**src/rtl/lsu_mem_initiator_pkg.sv**
```systemverilog
// Shared constants and state encoding for the load/store initiator and
// its address checker.
package lsu_pkg;

    typedef enum logic [1:0] {
        S_IDLE   = 2'd0,
        S_ACCESS = 2'd1,
        S_RESP   = 2'd2
    } state_t;

    localparam int WORD_BYTES = 8;
    localparam int WORD_LSB   = $clog2(WORD_BYTES);
    localparam int IMM_W      = 9;
    localparam int CNT_W      = 4;

endpackage

```
**src/rtl/lsu_mem_initiator_if.sv**
```systemverilog
// Request/response and RAM access-port bundle between the execute stage,
// the initiator and the word RAM.
//
// Handshake: a request transfers on a rising edge where req_valid and
// req_ready are both 1; the requester holds all req_* fields stable until
// then. resp_valid is a one-cycle pulse with no backpressure, and it is the
// only qualifier for resp_rdata/resp_fault.
interface lsu_mem_initiator_if;
    import lsu_pkg::*;

    logic             req_valid;
    logic             req_ready;
    logic             req_write;
    logic [63:0]      req_base;
    logic [IMM_W-1:0] req_offset;
    logic [63:0]      req_wdata;
    logic             resp_valid;
    logic [63:0]      resp_rdata;
    logic             resp_fault;
    logic [63:0]      mem_address;
    logic             mem_read_en;
    logic             mem_write_en;
    logic [63:0]      mem_data_in;
    logic [63:0]      mem_out;
    state_t           dbg_state;

    modport master (
        input  req_valid, req_write, req_base, req_offset, req_wdata, mem_out,
        output req_ready, resp_valid, resp_rdata, resp_fault,
               mem_address, mem_read_en, mem_write_en, mem_data_in, dbg_state
    );

    modport slave (
        output req_valid, req_write, req_base, req_offset, req_wdata, mem_out,
        input  req_ready, resp_valid, resp_rdata, resp_fault,
               mem_address, mem_read_en, mem_write_en, mem_data_in, dbg_state
    );

endinterface

```
**src/rtl/lsu_mem_initiator_ea_check.sv**
```systemverilog
// Effective-address generation and alignment/range check for imm9 accesses.
// Purely combinational so a pipelined LSU can reuse it per stage.
module ea_check
    import lsu_pkg::*;
#(
    parameter int DEPTH = 32
) (
    input  logic [63:0]      i_base,
    input  logic [IMM_W-1:0] i_offset,
    output logic [63:0]      o_ea,
    output logic [63:0]      o_index,
    output logic             o_fault
);

    // Wrapping add: negative offsets below zero land on huge indices and fault.
    assign o_ea    = i_base + {{(64-IMM_W){i_offset[IMM_W-1]}}, i_offset};
    assign o_index = o_ea >> WORD_LSB;
    assign o_fault = (|o_ea[WORD_LSB-1:0]) | (o_index >= 64'(DEPTH));

endmodule

```
**src/rtl/lsu_mem_initiator.sv**
```systemverilog
// Load/store initiator: checks one request, holds the RAM enables for
// WAIT_CYCLES+1 cycles, then pulses a response.
module lsu_mem_initiator
    import lsu_pkg::*;
#(
    parameter int DEPTH       = 32,
    parameter int WAIT_CYCLES = 1
) (
    input  logic clk,
    input  logic reset,
    lsu_mem_initiator_if.master bus
);

    localparam logic [CNT_W-1:0] LP_WAIT = CNT_W'(WAIT_CYCLES);

    state_t           r_state;
    logic [CNT_W-1:0] r_cnt;
    logic [63:0]      r_index;
    logic             r_write;
    logic [63:0]      r_wdata;
    logic [63:0]      r_rdata;
    logic             r_fault;
    logic             r_resp_valid;

    logic [63:0]      w_ea;
    logic [63:0]      w_index;
    logic             w_fault;
    logic             w_access;
    logic             w_unused;

    ea_check #(.DEPTH(DEPTH)) u_ea_check (
        .i_base   (bus.req_base),
        .i_offset (bus.req_offset),
        .o_ea     (w_ea),
        .o_index  (w_index),
        .o_fault  (w_fault)
    );

    assign w_unused = ^w_ea;

    always_ff @(posedge clk or posedge reset) begin
        if (reset) begin
            r_state      <= S_IDLE;
            r_cnt        <= '0;
            r_index      <= '0;
            r_write      <= 1'b0;
            r_wdata      <= '0;
            r_rdata      <= '0;
            r_fault      <= 1'b0;
            r_resp_valid <= 1'b0;
        end else begin
            r_resp_valid <= 1'b0;
            case (r_state)
                S_IDLE: begin
                    if (bus.req_valid) begin
                        if (w_fault) begin
                            r_state      <= S_RESP;
                            r_resp_valid <= 1'b1;
                            r_fault      <= 1'b1;
                            r_rdata      <= '0;
                        end else begin
                            r_index <= w_index;
                            r_write <= bus.req_write;
                            r_wdata <= bus.req_wdata;
                            r_cnt   <= LP_WAIT;
                            r_state <= S_ACCESS;
                        end
                    end
                end
                S_ACCESS: begin
                    if (r_cnt == '0) begin
                        r_rdata      <= r_write ? 64'd0 : bus.mem_out;
                        r_fault      <= 1'b0;
                        r_resp_valid <= 1'b1;
                        r_state      <= S_RESP;
                    end else begin
                        r_cnt <= r_cnt - 1'b1;
                    end
                end
                S_RESP:  r_state <= S_IDLE;
                default: r_state <= S_IDLE;
            endcase
        end
    end

    // RAM port decoded from state only, so reset drops enables without a clock.
    assign w_access         = (r_state == S_ACCESS);
    assign bus.req_ready    = (r_state == S_IDLE);
    assign bus.mem_address  = w_access ? r_index : 64'd0;
    assign bus.mem_read_en  = w_access & ~r_write;
    assign bus.mem_write_en = w_access & r_write;
    assign bus.mem_data_in  = (w_access & r_write) ? r_wdata : 64'd0;

    assign bus.resp_valid   = r_resp_valid;
    assign bus.resp_rdata   = r_rdata;
    assign bus.resp_fault   = r_fault;
    assign bus.dbg_state    = r_state;

endmodule

```
**src/flat_wrapper.sv**
```systemverilog
// flat-port wrapper written by rule: the top's interface ports become plain ports
module lsu_mem_initiator_flat import lsu_pkg::*;
#(
    parameter int DEPTH       = 32,
    parameter int WAIT_CYCLES = 1
)
  (clk, reset, bus_req_valid, bus_req_write, bus_req_base, bus_req_offset, bus_req_wdata, bus_mem_out, bus_req_ready, bus_resp_valid, bus_resp_rdata, bus_resp_fault, bus_mem_address, bus_mem_read_en, bus_mem_write_en, bus_mem_data_in, bus_dbg_state);
  lsu_mem_initiator_if bus_i ();
  input  logic clk;
  input  logic reset;
  input wire logic [$bits(bus_i.req_valid)-1:0] bus_req_valid;
  input wire logic [$bits(bus_i.req_write)-1:0] bus_req_write;
  input wire logic [$bits(bus_i.req_base)-1:0] bus_req_base;
  input wire logic [$bits(bus_i.req_offset)-1:0] bus_req_offset;
  input wire logic [$bits(bus_i.req_wdata)-1:0] bus_req_wdata;
  input wire logic [$bits(bus_i.mem_out)-1:0] bus_mem_out;
  output wire logic [$bits(bus_i.req_ready)-1:0] bus_req_ready;
  output wire logic [$bits(bus_i.resp_valid)-1:0] bus_resp_valid;
  output wire logic [$bits(bus_i.resp_rdata)-1:0] bus_resp_rdata;
  output wire logic [$bits(bus_i.resp_fault)-1:0] bus_resp_fault;
  output wire logic [$bits(bus_i.mem_address)-1:0] bus_mem_address;
  output wire logic [$bits(bus_i.mem_read_en)-1:0] bus_mem_read_en;
  output wire logic [$bits(bus_i.mem_write_en)-1:0] bus_mem_write_en;
  output wire logic [$bits(bus_i.mem_data_in)-1:0] bus_mem_data_in;
  output wire logic [$bits(bus_i.dbg_state)-1:0] bus_dbg_state;
  assign bus_i.req_valid = bus_req_valid;
  assign bus_i.req_write = bus_req_write;
  assign bus_i.req_base = bus_req_base;
  assign bus_i.req_offset = bus_req_offset;
  assign bus_i.req_wdata = bus_req_wdata;
  assign bus_i.mem_out = bus_mem_out;
  assign bus_req_ready = bus_i.req_ready;
  assign bus_resp_valid = bus_i.resp_valid;
  assign bus_resp_rdata = bus_i.resp_rdata;
  assign bus_resp_fault = bus_i.resp_fault;
  assign bus_mem_address = bus_i.mem_address;
  assign bus_mem_read_en = bus_i.mem_read_en;
  assign bus_mem_write_en = bus_i.mem_write_en;
  assign bus_mem_data_in = bus_i.mem_data_in;
  assign bus_dbg_state = bus_i.dbg_state;
  lsu_mem_initiator #(.DEPTH(DEPTH), .WAIT_CYCLES(WAIT_CYCLES)) u_core (.clk(clk), .reset(reset), .bus(bus_i));
endmodule
```
**config.mk**
```make
export PLATFORM = sky130hd
export DESIGN_NAME = lsu_mem_initiator_flat
export DESIGN_NICKNAME = d
export VERILOG_FILES = /design/src/rtl/lsu_mem_initiator_pkg.sv /design/src/rtl/lsu_mem_initiator_if.sv /design/src/rtl/lsu_mem_initiator_ea_check.sv /design/src/rtl/lsu_mem_initiator.sv /design/src/flat_wrapper.sv
export SDC_FILE = /design/constraint.sdc
export NUM_CORES = 1
export LEC_CHECK = 0
export BUFFER_PORTS_ARGS = -buffer_cell sky130_fd_sc_hd__buf_2
export CAP_MARGIN = 20
export CELL_PAD_IN_SITES_DETAIL_PLACEMENT = 0
export CELL_PAD_IN_SITES_GLOBAL_PLACEMENT = 1
export CORE_MARGIN = 2
export CORE_UTILIZATION = 40
export CTS_BUF_LIST = sky130_fd_sc_hd__clkbuf_8
export DETAILED_ROUTE_END_ITERATION = 10
export HOLD_SLACK_MARGIN = 0.06
export PLACE_DENSITY = 0.81
export SETUP_SLACK_MARGIN = 0.05
export SLEW_MARGIN = 20
export SYNTH_ARGS = -nofsm -noshare
export SYNTH_HDL_FRONTEND = slang
export SYNTH_SLANG_ARGS = --single-unit
```
**constraint.sdc**
```tcl
create_clock -name clk -period 7.85 [get_ports clk]
set_input_delay 1.1775 -clock clk [delete_from_list [all_inputs] [get_ports clk]]
set_output_delay 1.1775 -clock clk [all_outputs]
set_load 0.02 [all_outputs]
```
==> out/metrics.cfg, run 1 <==
[drt]
wire_per_inst_um=20.6
drtIter0Drc=909
via_per_inst=5.71
drc_errors=0
ant_nets=0
routed_wl_um=44100
vias=12200
dr.pass1.iters=5

[cts]
cts_tree=yes
cts_sinks=198
cts_hold_buf=0
postCtsSetupBuffers=0
clkTransAtPathRegs_ns=0.11
clkLatencyLatePin_ns=0.49
htreeDepth=4
numCtsBuffers=17
cts-resized-gates=0
ctsLongestPathBuffers=2
root_buffer=clkbuf_8

[synth]
yosysMostFrequentCell=dfrtp_1
synth_seq_area_share_pct=38.5
synth-edff-count=0
synth-main-ff-cell=dfrtp_1
synth_top_cell_area_share_pct=38.5
synth_area_leaders=dfrtp_1 39%, ha_1 6.2%, mux2_1 5.3%
synth_warnings=0
ys_types=82
syn-cell-area_mm2=0.0129
synth.avg_cell_area_um2=9.31
yosysTopAreaCell=dfrtp_1
synthCells=1382
synth_seq_cells=198
ys_async_sr_fraction_pct=100
synth.top_cells.by_count=198 x dfrtp_1, 112 x nand2_1, 104 x a21oi_1

[floorplan]
io_pins=404
die_w_um=183
die-area_mm2=0.0336
coreArea_mm2=0.0316
die_h_um=183
start_util_pct=40.7
fp-row-count=65

[critical_path]
crit_path_start_kind=input pin
worstPathCellList=buf_2, ha_1, inv_1, fa_1, nand2b_1, a211o_1, a211o_1, a211oi_1, a211oi_1, o21ai_0, xnor2_1, nand4_1, nor4_4, nand4_4, nor4_4, buf_12, mux2_1
crit_path_top_delay_cell=a211oi_1
crit_required_ns=8.22
cp_max_fo=129
path_class=input pin to register
reg2reg_from=u_core.bus.dbg_state[1]
rr_worst_depth=5
end_kind=register
critPathMaxStageDelay_ns=0.70
critPathArrivalTime_ns=6.37
r2r-end=u_core.r_wdata[2]
rrSetupSlack_ns=5.42

[job]
maxCapViolCount=0

[timing]
rsz0062_at_grt=no
period_share_pct=76.4
hold_violations=0
fin_skew_ns=0.0228
timing.fmax_ghz=0.167
tightestPinTransition_ns=1.01
setup_viol_count_final=0
maxSlewViolCount=0
slew_headroom_pct=32.7
fin_crit_ns=6.00
final.setup.tns_ns=0

[grt]
grt_use_total_pct=25.5
grt_pass1_wl_um=67200
gr-total-overflow=0
antenna_found_initial=3
grt_pass1_vias=11900
grt_max_degree=133

[finish]
layout.cells.non_filler=2140
drive_gt1_share_pct=27.7
area_delta_synth_final_pct=20.3
fillers=3131
fin_nets=1994

[min_path]
min_from=u_core.r_wdata[22]
hold_path_class=register to register
hold_depth=1
min_to=u_core.r_wdata[22]

[pwr]
power.density_mw_per_mm2=144
leakage_nw=8.31
vdd_drop_max_mv=0.116

[placement]
gp_congestion=0.918
placedCellCount=2107
dp_hpwl_um=34200
numPortBuffers=400

[run_status]
status=complete, no violations

==> final cells by class <==
class,count,area [um^2],area share [%]
Antenna cell,1,2.50,0.0162
Clock inverter,15,193,1.25
Tap cell,402,503,3.25
Multi-Input combinational cell,1080,7430,48.0
Clock buffer,17,234,1.51
Timing Repair Buffer,410,2090,13.5
Sequential cell,198,4950,32.0
Inverter,17,71.3,0.461
==> kinds of logic after synthesis <==
| logic type | Yosys count | synth area share (%) |
|---|---|---|
| AOI/OAI and AO/OA | 365 | 19.4 |
| xor gates and xnor gates | 35 | 2.38 |
| adders and majority gates | 65 | 6.38 |
| buffers and inverters | 106 | 3.96 |
| DFF | 198 | 38.5 |
| muxes | 73 | 6.36 |
| other | 1 | 0.0291 |
| and+or+nand+nor | 539 | 22.9 |
==> cells in the final DEF (no fill, tap or decap), drive strengths merged, types with 18 or more instances in the layout <==
| master | netlist | layout |
|---|---|---|
| nor2b | 63 | 63 |
| dfrtp | 198 | 198 |
| a21oi | 105 | 105 |
| a31o | 34 | 34 |
| nand4 | 36 | 36 |
| xnor2 | 18 | 18 |
| nor2 | 72 | 72 |
| a32o | 32 | 32 |
| ha | 64 | 64 |
| mux2 | 70 | 70 |
| nand2 | 112 | 112 |
| o21ai | 81 | 81 |
| and2 | 66 | 66 |
| nor3 | 19 | 19 |
| nand3 | 21 | 21 |
| buf | 26 | 410 |
| inv | 17 | 24 |
| and3 | 102 | 102 |
==> where the power goes <==
group | switching (mW) | total, mW | internal (mW)
Combinational | 0.338 | 0.518 | 0.180
Sequential | 0.00130 | 1.02 | 1.02
Clock | 0.433 | 0.683 | 0.250
Total | 0.772 | 2.22 | 1.45
==> worst max path at each step <==
stage,slack [ns],start,end
floorplan,1.28,reset,u_core.bus.dbg_state[0]
global placement,1.47,bus_req_offset[8],u_core.r_wdata[11]
detailed placement,1.36,bus_req_offset[0],u_core.r_wdata[2]
CTS,1.90,bus_req_offset[0],u_core.r_wdata[2]
finish,1.85,bus_req_offset[0],u_core.r_wdata[2]
global route,1.50,bus_req_offset[8],u_core.r_wdata[29]
==> critical path, delay by kind of cell <==
family          cells  cell delay [ns]
simple gates        5             1.12
mux                 1             0.40
compound gates      5             2.14
xor+xnor            1             0.20
fa+ha+maj           2             0.58
buf+inv             3             0.66
==> flip-flops by register name (all words and copies together), names as in the netlist <==
signal	flops
u_core.bus.resp_fault	1
u_core.r_wdata	64
u_core.bus.dbg_state	2
u_core.r_index	61
u_core.r_cnt	4
u_core.bus.resp_rdata	64
u_core.r_write	1
u_core.bus.resp_valid	1
==> per-layer routing <==
metal	up-vias	wire, um	part of all wire [%]	track usage (%)
met2	444	20900	47	42.6
li1	5788	-	-	-
met3	77	2690	6.1	4.63
met1	5909	19000	43	33.0
met4	4	1490	3.4	9.22
met5	-	36	0.082	0
==> stage by stage <==
step	utilization (%)	total power [mW]	setup slack, ns	area (um^2)	hold WS [ns]
finish	48.9	2.22	1.85	15500	0.490
global route	48.9	2.33	1.50	15500	0.508
CTS	48.9	2.24	1.90	15500	0.493
detailed placement	47.6	1.55	1.36	15000	0.466
global placement	47.6	1.55	1.47	15000	0.459
floorplan	-	1.37	1.28	12900	0.449
No activity file was read; power rests on OpenSTA's default activity.
==> run 2, diff against run 1 <==
==> constraint.sdc (replaced) <==
create_clock -name clk -period 6.1 [get_ports clk]
set_input_delay 0.915 -clock clk [delete_from_list [all_inputs] [get_ports clk]]
set_output_delay 0.915 -clock clk [all_outputs]
set_load 0.02 [all_outputs]
==> out/metrics.cfg, run 2 (synthesized netlist as in run 1, its figures left out) <==
[cts]
cts-resized-gates=0  ; unchanged
clkLatencyLatePin_ns=0.48  ; about the same
clkTransAtPathRegs_ns=0.13  ; +0.02 ns
numCtsBuffers=17  ; unchanged
postCtsSetupBuffers=0  ; unchanged
cts_hold_buf=0  ; unchanged
cts_sinks=198  ; unchanged
root_buffer=clkbuf_8
cts_tree=yes
ctsLongestPathBuffers=2  ; unchanged
htreeDepth=4  ; unchanged

[critical_path]
crit_path_top_delay_cell=a211oi_1
crit_path_start_kind=input pin
crit_required_ns=6.46  ; -1.76 ns
path_class=input pin to register
r2r-end=u_core.r_wdata[17]
crit_start=bus_req_offset[0]
end_kind=register
worstPathCellList=buf_2, ha_1, inv_1, fa_1, nand2b_1, a211o_1, a211o_1, a211oi_1, a211oi_1, o21ai_0, mux2i_1, xor2_1, o211a_1, nand4_4, nor4_4, buf_12, buf_12, mux2_2
rr_worst_depth=6  ; +1
critPathMaxStageDelay_ns=0.56  ; -0.14 ns
rrSetupSlack_ns=3.89  ; -1.53 ns
cp_max_fo=28  ; -78%
crit_path_end=u_core.r_wdata[17]
critPathArrivalTime_ns=5.63  ; -0.74 ns
reg2reg_from=u_core.bus.dbg_state[1]

[placement]
placed_area_mm2=0.0152  ; +1.2%
placedCellCount=2120  ; +0.62%
gp_congestion=0.995  ; +8.4%
numPortBuffers=400  ; unchanged
place_ws_ns=0.371  ; -0.988 ns
dp_hpwl_um=34600  ; +1.1%

[floorplan]
fp-row-count=65  ; unchanged
start_util_pct=40.7  ; unchanged
die_h_um=183  ; unchanged
coreArea_mm2=0.0316  ; unchanged
io_pins=404  ; unchanged
die_w_um=183  ; unchanged
die-area_mm2=0.0336  ; unchanged

[drt]
ant_nets=0  ; unchanged
drtIter0Drc=1044  ; +15%
dr.pass1.iters=5  ; unchanged
via_per_inst=5.68  ; -0.57%
routed_wl_um=44100  ; +0.12%
drc_errors=0  ; unchanged
vias=12300  ; +0.27%
wire_per_inst_um=20.5  ; -0.72%

[pwr]
combPwrFrac_pct=23.4  ; about the same
p_seq_share_pct=45.6  ; -0.4 points
clkPwrFrac_pct=31.0  ; +0.3 points
power_mw=2.88  ; +30%
vdd_drop_max_mv=0.139  ; +20%
power_switching_mw=0.975  ; +26%
leakage_nw=8.41  ; +1.2%
p_int_mw=1.91  ; +32%
netSwitchingFraction_pct=33.8  ; -0.91 points
power.density_mw_per_mm2=184  ; +28%

[timing]
fin_crit_ns=5.27
hold_violations=0  ; unchanged
rsz0062_at_grt=no
timing.fmax_ghz=0.190
maxSlewViolCount=0  ; unchanged
period_share_pct=86.4
fin_skew_ns=0.0227  ; -0.0000843 ns
tightestPinTransition_ns=1.01  ; +0.00312 ns
setup_viol_count_final=0  ; unchanged
final.setup.tns_ns=0  ; unchanged
slew_headroom_pct=32.5  ; -0.21 points
setup_ws_ns=0.830  ; -1.02 ns

[job]
maxCapViolCount=0  ; unchanged

[finish]
stdcell_area_mm2=0.0157  ; +1.5%
fin_nets=2008  ; +0.70%
layout_commonest_cell=buf_2
layout.cells.non_filler=2158  ; +0.84%
layout_common_cells=400 x buf_2, 198 x dfrtp_1, 112 x nand2_1, 104 x a21oi_1, 102 x and3_1
drive_gt1_share_pct=28.2  ; +0.52 points
area_delta_synth_final_pct=22.0

[grt]
grt_use_total_pct=25.6  ; +0.18 points
gr-total-overflow=0  ; unchanged
grt_max_degree=199  ; +50%
grt_pass1_wl_um=67500  ; +0.45%
grt_pass1_vias=11800  ; -0.34%
antenna_found_initial=5  ; +2

[min_path]
hold_path_class=input pin to async pin

[run_status]
status=complete, no violations

## run 2: changes by cell type in the layout (fill, tap and decap cells not counted), moves of 2 or more
cell / change
buf_12: +7
buf_4: +6
clkinvlp_4: +2
diode_2: +4
inv_12: -2
## run 2: per-layer routing
metal	track usage (%)	part of all wire [%]	vias to the layer above	wire length, um
met4	9.34	3.5	2	1530
met5	0	0.029	-	13
met2	42.9	48	469	21100
met3	4.51	5.9	84	2600
li1	-	-	5820	-
met1	33.3	43	5880	18900
## run 2: area by class of cell
class / instances / area, um^2
clock buffer: 17 / 234
fill: 3059 / 15900
tap: 402 / 503
inverter: 17 / 67.6
timing repair buffer: 424 / 2300
antenna: 5 / 12.5
clock inverter: 15 / 205
sequential: 198 / 4950
multi-input combinational: 1080 / 7420
## run 2: worst max-delay path, delay by kind of cell
family | cells | cell delay, ns
XOR/XNOR | 1 | 0.20
buffers and inverters | 4 | 0.56
multiplexers | 2 | 0.63
AND/OR/NAND/NOR | 3 | 0.56
AO/OA/AOI/OAI | 6 | 2.15
adder cells (fa/ha/maj) | 2 | 0.57
## run 2: worst min-delay path by stage
stage,startpoint,depth (start not counted),to
6_report,reset,3,u_core.r_wdata[23]
5_1_grt,reset,3,u_core.r_index[21]
4_1_cts,u_core.r_wdata[22],1,u_core.r_wdata[22]
3_5_place_dp,u_core.r_wdata[22],1,u_core.r_wdata[22]
3_3_place_gp,u_core.r_wdata[42],1,u_core.r_wdata[42]
2_1_floorplan,u_core.r_index[0],1,u_core.r_index[0]
## run 2: stage by stage
stage	hold slack, ns	util (%)
2_1_floorplan	0.449	-
3_3_place_gp	0.458	48.1
3_5_place_dp	0.466	48.1
4_1_cts	0.492	49.5
5_1_grt	0.491	49.6
6_report	0.482	49.6
## run 2: power by group through the flow
stage	clock network, mW	logic, mW	registers, mW
finish	0.895	0.674	1.31
global route	0.971	0.737	1.31
CTS	0.918	0.661	1.31
detailed placement	0	0.657	1.34
global placement	0	0.664	1.34
floorplan	0	0.428	1.34
